===== src/rtl/audio_i2s_tx.sv =====
// audio_i2s_tx
//   Turns two tone-sequencer note divisors into square-wave PCM samples and
//   streams them to the stereo DAC as 16-bit I2S.
//
// Ports
//   clk            system clock (100 MHz)
//   rst_n          asynchronous active-low reset
//   note_div_left  left full-period count in clk cycles; 0 or 1 = silent
//   note_div_right right full-period count in clk cycles; 0 or 1 = silent
//   volume         (only with AUDIO_VOLUME_CTRL_EN) 0 = mute, 7 = full AMP
//   audio_mclk     DAC master clock, clk/4
//   audio_lrck     word select, clk/512; 0 = left, 1 = right
//   audio_sck      bit clock, clk/16
//   audio_sdin     serial data, I2S (MSB first, one-bit delay after LRCK)
//
// Build option
//   `define AUDIO_VOLUME_CTRL_EN adds the volume port; amplitude becomes
//   AMP >> (7 - volume), with volume 0 forcing silence. Volume is only
//   sampled when a frame is latched.
module audio_i2s_tx #(
    parameter int unsigned         SAMPLE_W = 16,
    parameter logic [SAMPLE_W-1:0] AMP      = 16'h4000
) (
    input  logic        clk,
    input  logic        rst_n,
    input  logic [21:0] note_div_left,
    input  logic [21:0] note_div_right,
`ifdef AUDIO_VOLUME_CTRL_EN
    input  logic [2:0]  volume,
`endif
    output logic        audio_mclk,
    output logic        audio_lrck,
    output logic        audio_sck,
    output logic        audio_sdin
);

    // Next tone-counter value: wraps once it reaches div-1 or has overshot a
    // divisor that just shrank; held at 0 while silent.
    function automatic logic [21:0] tone_next(input logic [21:0] tcnt,
                                              input logic [21:0] div);
        if (div <= 22'd1) begin
            return '0;
        end else if (tcnt >= div - 22'd1) begin
            return '0;
        end else begin
            return tcnt + 22'd1;
        end
    endfunction

    // Square level: +amp in the first half-period, -amp in the second.
    function automatic logic [SAMPLE_W-1:0] tone_level(input logic [21:0]         tcnt,
                                                       input logic [21:0]         div,
                                                       input logic [SAMPLE_W-1:0] amp_val);
        if (div <= 22'd1) begin
            return '0;
        end else if (tcnt < (div >> 1)) begin
            return amp_val;
        end else begin
            return -amp_val;
        end
    endfunction

    logic [8:0]          div_cnt_q, div_cnt_d;
    logic [21:0]         tcnt_l_q, tcnt_l_d;
    logic [21:0]         tcnt_r_q, tcnt_r_d;
    logic [SAMPLE_W-1:0] l_lat_q, r_lat_q;
    logic [SAMPLE_W-1:0] l_sample, r_sample;
    logic [SAMPLE_W-1:0] amp;
    logic                sdin_q, sdin_d;
    logic [4:0]          next_slot;
    logic [3:0]          bit_idx;
    logic                frame_wrap;

`ifdef AUDIO_VOLUME_CTRL_EN
    always_comb begin
        if (volume == 3'd0) begin
            amp = '0;
        end else begin
            amp = AMP >> (3'd7 - volume);
        end
    end
`else
    assign amp = AMP;
`endif

    assign frame_wrap = (div_cnt_q == 9'd511);

    always_comb begin
        div_cnt_d = div_cnt_q + 9'd1;
        tcnt_l_d  = tone_next(tcnt_l_q, note_div_left);
        tcnt_r_d  = tone_next(tcnt_r_q, note_div_right);
        // Samples use the pre-edge counters, so a tone wrap coinciding with
        // the frame wrap latches the old phase.
        l_sample  = tone_level(tcnt_l_q, note_div_left, amp);
        r_sample  = tone_level(tcnt_r_q, note_div_right, amp);
    end

    // Serial data for the slot that starts on the coming SCK falling edge.
    // (-slot) mod 16 maps slots 1..16 to bits 15..0 and 17..31 to 15..1.
    always_comb begin
        sdin_d    = sdin_q;
        next_slot = div_cnt_q[8:4] + 5'd1;
        bit_idx   = 4'(5'd0 - next_slot);
        if (div_cnt_q[3:0] == 4'hF) begin
            if (next_slot == 5'd0) begin
                // Trailing LSB of the right word; the latch is still the
                // previous frame's value on this edge.
                sdin_d = r_lat_q[0];
            end else if (next_slot <= 5'd16) begin
                sdin_d = l_lat_q[bit_idx];
            end else begin
                sdin_d = r_lat_q[bit_idx];
            end
        end
    end

    always_ff @(posedge clk or negedge rst_n) begin
        if (!rst_n) begin
            div_cnt_q <= '0;
            tcnt_l_q  <= '0;
            tcnt_r_q  <= '0;
            l_lat_q   <= '0;
            r_lat_q   <= '0;
            sdin_q    <= 1'b0;
        end else begin
            div_cnt_q <= div_cnt_d;
            tcnt_l_q  <= tcnt_l_d;
            tcnt_r_q  <= tcnt_r_d;
            sdin_q    <= sdin_d;
            if (frame_wrap) begin
                l_lat_q <= l_sample;
                r_lat_q <= r_sample;
            end
        end
    end

    // All clocks come straight from one counter register, so they stay
    // phase-aligned with each other and with sdin.
    assign audio_mclk = div_cnt_q[1];
    assign audio_sck  = div_cnt_q[3];
    assign audio_lrck = div_cnt_q[8];
    assign audio_sdin = sdin_q;

endmodule


===== config.mk =====
export PLATFORM = sky130hd
export DESIGN_NAME = audio_i2s_tx
export DESIGN_NICKNAME = d
export VERILOG_FILES = /design/src/rtl/audio_i2s_tx.sv
export SDC_FILE = /design/constraint.sdc
export NUM_CORES = 1
export LEC_CHECK = 0
export BUFFER_PORTS_ARGS = -buffer_cell sky130_fd_sc_hd__buf_2
export CAP_MARGIN = 20
export CORE_ASPECT_RATIO = 0.7
export CORE_UTILIZATION = 65
export DETAILED_ROUTE_END_ITERATION = 6
export GPL_ROUTABILITY_DRIVEN = 0
export HOLD_SLACK_MARGIN = 0.1
export PLACE_DENSITY_LB_ADDON = 0.3
export SYNTH_ARGS = -nofsm -noshare
export SYNTH_HDL_FRONTEND = slang
export SYNTH_SLANG_ARGS = --single-unit
export TNS_END_PERCENT = 100

===== constraint.sdc =====
create_clock -name clk -period 4 [get_ports clk]
set_input_delay 0.4 -clock clk [delete_from_list [all_inputs] [get_ports clk]]
set_output_delay 0.4 -clock clk [all_outputs]
set_load 0.1 [all_outputs]

Word-level counts from Yosys, hierarchy flattened
Index checks and enable logic that the tools add are counted.
{ "totals": {"elab_cells": 38, "mem_bits_rw": 0, "ff_bits": 86, "memories": 0, "rom_bits": 0, "latch_bits": 0} }
{ "op_classes": {"shift": 0, "magnitude_cmp": 8, "multipliers": 0, "n_eq_ne": 2, "addsub": 7, "bitwise": 0, "mux": 14, "div": 0, "reduce_logical": 1} }
{ "op_table": {"columns": ["operator", "count"], "rows": [
  ["22-bit two-way mux", 4],
  ["16-bit two-way mux", 4],
  ["22-bit by 1-bit adder with 22-bit output (second input constant)", 2],
  ["22-bit greater-or-equal comparator", 2],
  ["22-bit by 1-bit less-or-equal comparator with 1-bit output (second input constant)", 2],
  ["22-bit by 21-bit less-than comparator with 1-bit output", 2],
  ["22-bit by 1-bit subtractor with 22-bit output (second input constant)", 2],
  ["9-bit by 1-bit adder with 9-bit output (second input constant)", 1],
  ["9-bit equality test (second input constant)", 1],
  ["1-bit binary-select mux with 4-bit select", 2],
  ["5-bit by 1-bit adder with 5-bit output (second input constant)", 1],
  ["5-bit less-or-equal comparator (second input constant)", 1],
  ["5-bit logical NOT", 1],
  ["4-bit by 5-bit less-than comparator with 1-bit output (second input constant)", 1],
  ["4-bit equality test (second input constant)", 1],
  ["1-bit two-way mux", 4],
  ["1-bit by 4-bit subtractor with 4-bit output (first input constant)", 1]
]} }

Depth between registers and ports, before layout
Gate-level depths: netlist of run 1.
{ "depth": {"word_depth": 6, "mapped_depth": 13, "depth_no_buf": 12} }

Least setup slack after synthesis of run 1
OpenSTA, ideal clock, no wires.
{ "synth_path": {"path_type": "input -> register", "startpoint": "in note_div_right[12]", "endpoint": "reg tcnt_r_q[10]", "setup_ns": 0.134, "t_arrival_ns": 3.194, "stages": 12, "setup_slack_ns": 0.672, "n_path_buf": 1, "cell_sequence": "or4_4 -> nand4b_4 -> or2_2 -> nor4_2 -> xnor2_1 -> ha_1 -> nand4_1 -> nor4_1 -> nand2_1 -> o211ai_1 -> clkbuf_1 -> nor3_1"} }
{ "synth_between": {"elab_chain_cells": 4} }
{ "synth_lines": {"columns": ["element", "line", "source"], "rows": [
  ["start: declaration", "27", "input logic [21:0] note_div_right,"],
  ["22-bit by 1-bit subtractor with 22-bit output", "43", "end else if (tcnt >= div - 22'd1) begin"],
  ["22-bit greater-or-equal comparator", "43", null],
  ["22-bit two-way mux", "43", null],
  ["22-bit two-way mux *", "41", "if (div <= 22'd1) begin"],
  ["via tcnt_r_d[10]", "65", "logic [21:0] tcnt_r_q, tcnt_r_d;"],
  ["end signal: assignment", "128", "tcnt_r_q <= tcnt_r_d;"],
  ["end: declaration", "65", null]
]} }
Mark *: on every way through the listed nets, which the timed path passes. The rest lies on a longest branch.
A chain may end at the register's enable or synchronous reset.

Worst setup path after layout of run 1
{ "layout_path": {"startpoint": "in note_div_left[6]", "endpoint": "reg tcnt_l_q[15]"} }
{ "layout_between": {"elab_chain_cells": 4} }
{ "layout_lines": {"columns": ["element", "line", "source"], "rows": [
  ["start: declaration", "26", "input logic [21:0] note_div_left,"],
  ["22-bit by 1-bit subtractor with 22-bit output", "43", null],
  ["22-bit greater-or-equal comparator", "43", null],
  ["22-bit two-way mux", "43", null],
  ["22-bit two-way mux *", "41", null],
  ["via tcnt_l_d[15]", "64", "logic [21:0] tcnt_l_q, tcnt_l_d;"],
  ["end signal: assignment", "127", "tcnt_l_q <= tcnt_l_d;"],
  ["end: declaration", "64", null]
]} }
Marks and branches as above.

==> run_results.csv, run 1 <==
group,metric,value,unit
run_status,status,"complete, but fails checks",
run_status,failed_checks,"design-rule violations",
grt,grt_pass1_wl,23100,um
setup_path,worst-path-max-fanout,22,
setup_path,timing_worst_setup_path_type,"in -> reg",
sta,hold_viol,0,
sta,setup_violations,0,
pwr,clkPwrFrac,33.4,%
setup_path,required,4.21,ns
sta,finalCriticalPeriod,3.56,ns
die,rows,27,
sta,skew,0.00650,ns
final_layout,finalNetCount,817,
sta,worst_slew_pin_slew,1.07,ns
synth,synth_compound_area_share,9.94,%
synth,syn_avg_cell_area,8.84,um^2
detailed_routing,antenna_left,0,
synth,syn_inst,625,
detailed_routing,routedWlPerCell,17.3,um
pwr,peakVddDrop,0.000300,V
pwr,combPwrFrac,27.8,%
synth,synth_top_flop_cell,"dfrtp_1",
pwr,power_switching,703,uW
detailed_routing,vias,4929,
die,ioPinCount,50,
clocking,clockBufferDepth,2,
synth,synthArstFlopShare,100,%
setup_path,end_kind,"flip-flop",
pwr,p_int,1350,uW
synth,synth-seq-cells,58,
clocking,ctsResizeCount,0,
die,die-area,8880,um^2
place,numPortBuffers,49,
pwr,swShare,34.3,%
pwr,leakage,0.00299,uW
detailed_routing,drt_drc_violations_left,3,
synth,yosysWarnings,0,
final_layout,layout-drive-gt1-share,12.3,%
place,hpwlAfterDp,10400,um
final_layout,diodes,0,
grt,grt_max_degree,36,
clocking,cts-buffers-inserted,9,
sta,max-slew-margin-rel,28.7,%
synth,ys_types,55,
die,die_h,79.2,um
final_layout,fin_area,6150,um^2
synth,synthMuxAreaShare,0.589,%
grt,grt_overflow,0,
sta,fin_crit_sh,88.9,%
synth,synth_edf_count,0,
flow_run,max-cap-violations,0,
die,core,8040,um^2
synth,synth-simple-area-share,23.4,%
die,start_util,68.8,%
clocking,clock_tree.root_cell,"clkbuf_16",
sta,final_max_slew_viol_count,0,
die,die_x,112,um
detailed_routing,drtIter0Drc,322,
grt,grt_use_total,32.7,%
sta,max_clock_freq,281,MHz
min_path,hold_class,"reg -> reg",
clocking,clkTransAtPathRegs,0.05,ns
synth,syn_area,5530,um^2
synth,syn-num-nets,764,
clocking,clock_latency,0.32,ns
setup_path,cp-start-kind,"primary input",
synth,ys_seq_area_share,26.3,%
synth,synth_top_family_by_area,"simple AND/OR/NAND/NOR gates",
pwr,pwr-share-seq,38.8,%
detailed_routing,first_pass_iters,7,
place,place_area,5870,um^2
detailed_routing,via_per_inst,6.30,
synth,synth-adder-area-share,21.1,%
clocking,cts_tree,"done",
detailed_routing,drt_wl_total,13500,um
grt,grt_pass1_vias,4877,
clocking,cts.sinks,58,
sta,tns,0,ns
final_layout,syn_to_final_growth,11.3,%
clocking,ctsHtreeMaxLevel,3,
grt,antenna_found_initial,0,
setup_path,cp.arrival,3.77,ns
sta,rsz0062_at_grt,"no",
synth,synthXorXnorAreaFrac,13.8,%
pwr,power_density,333,nW/um^2
## path summary, 6_finish.rpt
check | slack [ns] | depth (start not counted) | endpoint | startpoint
worst max-delay path | 0.44 | 12 | tcnt_l_q[15]$_DFF_PN0_ | note_div_left[6]
worst min-delay path | 0.45 | 1 | div_cnt_q[0]$_DFF_PN0_ | div_cnt_q[0]$_DFF_PN0_
worst max register to register | 1.53 | 6 | tcnt_l_q[15]$_DFF_PN0_ | tcnt_l_q[15]$_DFF_PN0_
worst min register to register | 0.45 | 1 | div_cnt_q[0]$_DFF_PN0_ | div_cnt_q[0]$_DFF_PN0_
max in group asynchronous | 2.55 | 3 | tcnt_r_q[4]$_DFF_PN0_ | rst_n
min in group asynchronous | 0.60 | 2 | tcnt_l_q[16]$_DFF_PN0_ | rst_n
## state kept, by name, summed over array words and instances, names as in the netlist
name,cells
tcnt_l_q,22
tcnt_r_q,22
div_cnt_q,9
l_lat_q,2
r_lat_q,2
audio_sdin,1
## logic make-up after synthesis
kind of cell | count (synthesis)
compound gates | 80
xor+xnor | 87
fa+ha+maj | 93
buf+inv | 69
flops | 58
simple gates | 235
mux | 3
## cell usage in the layout, fill, tap and decap left out, drive strengths merged, types with 3 or more instances in the layout
cell	count
a211oi	5
a21o	6
a21oi	23
a31oi	4
and2	3
and3	9
and4	9
buf	54
clkbuf	10
clkinv	4
dfrtp	58
ha	93
inv	56
nand2	41
nand2b	3
nand3	32
nand4	20
nor2	30
nor3	61
nor4	14
o2111ai	3
o211ai	5
o21a	3
o21ai	13
or4	3
xnor2	60
xor2	27
## final cells by class
cell class / instances / area [um^2]
multi-input combinational: 498 / 3800
fill: 577 / 1890
sequential: 58 / 1450
timing repair buffer: 55 / 293
clock buffer: 10 / 239
inverter: 56 / 210
tap: 101 / 126
clock inverter: 5 / 31.3
## worst max-delay path, cell delays in order
cell,delay (ns)
buf_2,0.13
or4_4,0.56
nor4_4,0.29
nand2_2,0.15
nor3_1,0.23
xnor2_1,0.17
ha_1,0.28
a211oi_1,0.25
o21ai_0,0.16
o211ai_1,0.12
o2111ai_2,0.59
nor3_1,0.43
## per-stage QoR
stage                     cells  total power, uW  util (%)  setup slack [ns]  hold slack [ns]
after detailed placement    767             1350      73.0             0.212            0.411
final                       783             2050      76.5             0.444            0.449
after global routing        783             2180      76.5             0.237            0.469
after CTS                   783             2040      76.5             0.518            0.455
after global placement      767             1300      73.0             0.405            0.406
after floorplan             625             1150         -             0.672            0.104
## synthesized netlist by cell type, drive strengths merged, types with 14 or more instances
cell type  number  area share (%)
a21oi          23             2.1
dfrtp          58              26
ha             93              21
inv            56             3.8
nand2          41             2.8
nand3          32             2.9
nand4          20             2.3
nor2           30             2.0
nor3           61             5.7
nor4           14             2.2
xnor2          60             9.5
xor2           27             4.3
## power by group through the flow
stage	clock, uW	combinational (uW)	sequential, uW
2_1_floorplan	0	400	749
3_3_place_gp	0	504	792
3_5_place_dp	0	556	796
4_1_cts	686	567	790
5_1_grt	720	653	805
6_report	684	569	795
## per-layer routing
layer | vias up | wire, um | part of all wire, % | GRT usage [%]
li1 | 2380 | - | - | -
met5 | - | 0 | 0 | 0
met4 | 0 | 197 | 1.5 | 7.73
met3 | 23 | 873 | 6.5 | 5.57
met1 | 2351 | 6220 | 46 | 44.4
met2 | 175 | 6250 | 46 | 54.7
## repair_timing
action	in CTS	in global routing
endpoints found under the hold margin	23	0
setup buffers	0	0
hold buffers	1	0
No activity file was read; power rests on OpenSTA's default activity.
==> inputs of run 2 (changes only) <==
Settings changed: RECOVER_POWER set to 25.
==> run 2 against run 1 <==
  * The flow still finishes with violations (design-rule violations)
  * Register-to-register slack is essentially flat
  * Die area stayed put
  * Clock power barely moved
  * Combinational power is essentially flat
  * Routed wire length barely moved
  * Via count barely moved
  * Hold slack unchanged
  * Cell area hardly changed
  * First-iteration DRC count shrank 0.31%
  * Count of clock-buffer cells in the layout did not move
  * Global-route usage unchanged
  * Sequential share of layout area barely moved
==> run_results.csv, run 2 (synthesis gave the netlist of run 1 again) <==
group,metric,value,unit
sta,max_clock_freq,281,MHz
sta,skew,0.00650,ns
setup_path,reg2reg_depth,6,
sta,tns,0,ns
final_layout,diodes,0,
setup_path,timing_worst_setup_path_type,"in -> reg",
grt,grt_pass1_wl,23100,um
detailed_routing,drt_drc_violations_left,3,
final_layout,finalNetCount,817,
detailed_routing,drt_wl_total,13500,um
die,core,8040,um^2
clocking,ctsResizeCount,0,
detailed_routing,vias,4932,
pwr,combPwrFrac,27.8,%
final_layout,syn_to_final_growth,11.2,%
clocking,cts.sinks,58,
clocking,clockBufferDepth,2,
setup_path,cp.arrival,3.77,ns
sta,worst_slew_pin_slew,1.29,ns
pwr,pwr-share-seq,38.8,%
grt,antenna_found_initial,0,
sta,finalWorstSetupSlack,0.439,ns
pwr,power_density,333,nW/um^2
detailed_routing,drtIter0Drc,321,
sta,hold_viol,0,
clocking,cts-buffers-inserted,9,
clocking,clock_tree.root_cell,"clkbuf_16",
clocking,ctsHtreeMaxLevel,3,
pwr,power_switching,703,uW
final_layout,fin_util,76.5,%
sta,setup_violations,0,
setup_path,worst-path-max-fanout,22,
place,numPortBuffers,49,
sta,finalCriticalPeriod,3.56,ns
die,die_x,112,um
sta,max-slew-margin-rel,13.8,%
pwr,fin_total_pwr,2050,uW
final_layout,reg.largest.list,"tcnt_l_q x22, tcnt_r_q x22, div_cnt_q x9",
sta,final_max_slew_viol_count,0,
detailed_routing,first_pass_iters,7,
setup_path,cp-start-kind,"primary input",
die,ioPinCount,50,
detailed_routing,routedWlPerCell,17.3,um
sta,timing.hold.ws,0.449,ns
detailed_routing,antenna_left,0,
run_status,failed_checks,"design-rule violations",
setup_path,end_kind,"flip-flop",
pwr,clkPwrFrac,33.4,%
grt,grt_max_degree,36,
clocking,cts_tree,"done",
pwr,peakVddDrop,0.000300,V
grt,grt_use_total,32.7,%
grt,grt_overflow,0,
final_layout,layout-drive-gt1-share,12.2,%
sta,fin_crit_sh,89.0,%
flow_run,max-cap-violations,0,
min_path,hold_class,"reg -> reg",
final_layout,most-common-layout-cells,"93 x ha_1, 60 x nor3_1, 60 x xnor2_1, 58 x dfrtp_1, 56 x inv_1",
setup_path,required,4.21,ns
grt,grt_pass1_vias,4877,
place,hpwlAfterDp,10400,um
pwr,swShare,34.3,%
place,dp_slack,0.212,ns
sta,rsz0062_at_grt,"no",
clocking,clock_latency,0.32,ns
die,start_util,68.8,%
run_status,status,"complete, but fails checks",
clocking,clkTransAtPathRegs,0.05,ns
pwr,leakage,0.00299,uW
die,die_h,79.2,um
min_path,holdPathStages,1,
die,die-area,8880,um^2
final_layout,final_common_cell,"ha_1",
die,rows,27,
pwr,p_int,1350,uW
detailed_routing,via_per_inst,6.30,
==> run 2: cell count changes in the layout (fill, tap and decap cells not counted), sizes merged <==
cell / previous run / this run
clkbuf: 10 / 11
buf: 54 / 53
==> run 2: timing repair <==
item	4_1_cts	5_1_grt
setup buffers	0	0
endpoints found under the setup margin	0	0
hold buffers	1	0
endpoints found under the hold margin	23	0
==> run 2: per-stage QoR <==
stage               instances  area [um^2]
detailed placement        767         5870
CTS                       783         6150
finish                    783         6150
global placement          767         5870
floorplan                 625         5530
global route              783         6150
==> run 2: path summary, 6_finish.rpt <==
check / startpoint / to / slack [ns]
min: div_cnt_q[0]$_DFF_PN0_ / div_cnt_q[0]$_DFF_PN0_ / 0.45
max reg2reg: tcnt_l_q[15]$_DFF_PN0_ / tcnt_l_q[15]$_DFF_PN0_ / 1.52
max: note_div_left[6] / tcnt_l_q[15]$_DFF_PN0_ / 0.44
min reg2reg: div_cnt_q[0]$_DFF_PN0_ / div_cnt_q[0]$_DFF_PN0_ / 0.45
max in group asynchronous: rst_n / tcnt_r_q[4]$_DFF_PN0_ / 1.99
min in group asynchronous: rst_n / tcnt_l_q[16]$_DFF_PN0_ / 0.89
==> run 2: power groups by stage <==
| stage | registers, uW | clock network (uW) | logic, uW |
|---|---|---|---|
| 2_1_floorplan | 749 | 0 | 400 |
| 5_1_grt | 805 | 720 | 653 |
| 4_1_cts | 790 | 686 | 567 |
| 6_report | 795 | 684 | 570 |
| 3_5_place_dp | 796 | 0 | 556 |
| 3_3_place_gp | 792 | 0 | 504 |
==> run 2: cell type report <==
type / instances / area (um^2)
timing repair buffer: 55 / 292
inverter: 56 / 210
clock inverter: 5 / 31.3
multi-input combinational: 498 / 3800
clock buffer: 10 / 239
tap: 101 / 126
fill: 576 / 1890
sequential: 58 / 1450
==> run 2: worst max-delay path: stages <==
cell       delay [ns]
buf_2            0.13
or4_4            0.56
nor4_4           0.29
nand2_2          0.15
nor3_1           0.23
xnor2_1          0.17
ha_1             0.28
a211oi_1         0.25
o21ai_0          0.16
o211ai_1         0.12
o2111ai_2        0.59
nor3_1           0.43
==> run 2: per-layer routing <==
metal	GRT usage (%)	up-vias	wire, um
li1	-	2379	-
met1	44.4	2354	6210
met2	54.7	178	6250
met3	5.57	21	884
met4	7.73	0	193
met5	0	-	0
==> inputs of run 3 (changes only) <==
Settings changed: BUFFER_PORTS_ARGS -buffer_cell sky130_fd_sc_hd__buf_2 to unset, DONT_BUFFER_PORTS set to 1, SETUP_SLACK_MARGIN set to 0.02.
Clock period 4 ns to 3.5 ns, I/O delays scaled along.
==> run 3 against run 2 <==
  * The run ends with design-rule violations, max-capacitance violations, max-slew violations left
  * Non-clock buffer count decreased by 42
  * Highest routed layer unchanged
  * Critical path type unchanged
  * Sequential power grew 14%
  * Core utilization down 1.8 points
  * Register-to-register slack lost 0.40 ns
  * Largest power group unchanged
  * Via count down 2.4%
  * Largest cell class unchanged
==> run_results.csv, run 3 (synthesis gave the netlist of run 1 again) <==
group,metric,value,unit
run_status,status,"complete, but fails checks",
run_status,failed_checks,"design-rule violations, max-capacitance violations, max-slew violations",
setup_path,cp-start-kind,"primary input",
detailed_routing,first_pass_iters,7,
pwr,swShare,31.8,%
clocking,clkTransAtPathRegs,0.05,ns
sta,finalCriticalPeriod,3.11,ns
die,die_h,79.2,um
grt,antenna_found_initial,0,
pwr,peakVddDrop,0.000457,V
place,hpwlAfterDp,10100,um
setup_path,worst-path-max-fanout,22,
sta,tns,0,ns
grt,grt_overflow,0,
setup_path,end_kind,"flip-flop",
final_layout,fin_util,74.7,%
place,numPortBuffers,0,
clocking,clock_tree.root_cell,"clkbuf_16",
pwr,power_density,395,nW/um^2
final_layout,reg.largest.list,"tcnt_l_q x22, tcnt_r_q x22, div_cnt_q x9",
sta,setup_violations,0,
pwr,combPwrFrac,25.2,%
grt,grt_pass1_vias,4685,
sta,hold_viol,0,
sta,fin_crit_sh,88.8,%
die,die-area,8880,um^2
setup_path,timing_worst_setup_path_type,"in -> reg",
sta,timing.hold.ws,0.449,ns
setup_path,cp.arrival,3.29,ns
final_layout,finalNetCount,775,
die,ioPinCount,50,
grt,grt_use_total,31.7,%
final_layout,syn_to_final_growth,8.62,%
die,start_util,68.8,%
sta,skew,0.00633,ns
setup_path,crit_family,"simple AND/OR/NAND/NOR gates",
final_layout,most-common-layout-cells,"93 x ha_1, 60 x nor3_1, 60 x xnor2_1, 58 x dfrtp_1, 56 x inv_1",
final_layout,diodes,0,
min_path,holdPathStages,3,
detailed_routing,vias,4812,
sta,worst_slew_pin_slew,2.41,ns
final_layout,stdcell_count,742,
pwr,p_int,1620,uW
sta,rsz0062_at_grt,"no",
clocking,clock_latency,0.32,ns
setup_path,reg2reg_depth,7,
clocking,cts-buffers-inserted,9,
detailed_routing,drt_wl_total,13100,um
detailed_routing,via_per_inst,6.49,
pwr,pwr-share-seq,38.4,%
detailed_routing,drt_drc_violations_left,3,
flow_run,max-cap-violations,1,
clocking,cts.sinks,58,
final_layout,layout-drive-gt1-share,6.08,%
sta,max-slew-margin-rel,-60.7,%
clocking,ctsResizeCount,0,
setup_path,cp.depth,12,
place,dp_slack,0.105,ns
detailed_routing,drtIter0Drc,419,
die,core,8040,um^2
min_path,hold_class,"in -> reg",
detailed_routing,routedWlPerCell,17.6,um
clocking,ctsHtreeMaxLevel,3,
grt,grt_max_degree,59,
detailed_routing,antenna_left,0,
pwr,clkPwrFrac,36.4,%
pwr,power_switching,754,uW
place,dp_cells,724,
setup_path,worst-path-buf-inv,1,
clocking,clockBufferDepth,2,
setup_path,cp_cell_sequence,"or4_4 > nand4b_4 > or2_2 > nor4_2 > xnor2_1 > ha_1 > nand4_1 > nor4_1 > nand2_1 > o211ai_1 > buf_4 > nor3_1",
clocking,cts_tree,"done",
sta,final_max_slew_viol_count,59,
setup_path,cp_slowest_stage_delay,0.55,ns
final_layout,final_common_cell,"ha_1",
setup_path,cp_slowest_cell,"or4_4",
sta,max_clock_freq,322,MHz
die,die_x,112,um
die,rows,27,
grt,grt_pass1_wl,22300,um
setup_path,required,3.68,ns
sta,finalWorstSetupSlack,0.392,ns
pwr,leakage,0.00285,uW
[run 3: cell types whose count changed in the layout (fill, tap and decap cells not counted), sizes merged]
cell,delta
buf,-42
clkbuf,+3
clkinv,-3
bufinv,+1
clkinvlp,-1
dlymetal6s2s,+1
[run 3: what timing repair did]
item | in CTS | in global routing
hold endpoints to repair | 58 | 0
setup buffers | 0 | 0
hold buffers | 2 | 0
[run 3: final cells by class]
cell class              instances  area, um^2
flip-flops and latches         58        1450
fillers                       571        2040
well taps                     101         126
repair buffers                 13         118
clock buffers                  14         264
inverters                      56         210
clock inverters                 2        35.0
multi-input cells             498        3800
[run 3: power groups by stage]
stage | clock network (uW) | logic (uW) | registers [uW]
after global placement | 0 | 520 | 908
after CTS | 869 | 594 | 904
after floorplan | 0 | 457 | 856
final | 862 | 598 | 910
after global routing | 908 | 684 | 920
after detailed placement | 0 | 569 | 912
[run 3: path summary, 6_finish.rpt]
| check | from | end | slack (ns) |
|---|---|---|---|
| worst max-delay path | note_div_right[12] | tcnt_r_q[13]$_DFF_PN0_ | 0.39 |
| worst min-delay path | note_div_left[21] | l_lat_q[14]$_DFFE_PN0N_ | 0.45 |
| worst max register to register | tcnt_r_q[2]$_DFF_PN0_ | tcnt_r_q[2]$_DFF_PN0_ | 1.12 |
| worst min register to register | div_cnt_q[0]$_DFF_PN0_ | div_cnt_q[0]$_DFF_PN0_ | 0.45 |
| max in group asynchronous | rst_n | div_cnt_q[1]$_DFF_PN0_ | 0.78 |
| min in group asynchronous | rst_n | tcnt_l_q[15]$_DFF_PN0_ | 1.34 |
[run 3: worst reg2reg max path: cells and delay by family (launching register included)]
family | cells | cell delay, ns
buffers and inverters | 1 | 0.24
AND/OR/NAND/NOR | 1 | 0.22
flip-flops | 1 | 0.58
adder cells (fa/ha/maj) | 1 | 0.32
AO/OA/AOI/OAI | 4 | 0.92
[run 3: metrics by stage]
stage	cell area, um^2	power, uW
3_3_place_gp	5680	1430
6_report	6000	2370
4_1_cts	6020	2370
2_1_floorplan	5530	1310
3_5_place_dp	5680	1480
5_1_grt	6000	2510
[run 3: metal layers]
metal  track usage, %  routed length, um  up-vias
met5                0                  0        -
met4             7.33                137        0
met3             7.25                949       30
met2             51.1               5880      167
met1             43.4               6090     2323
li1                 -                  -     2292
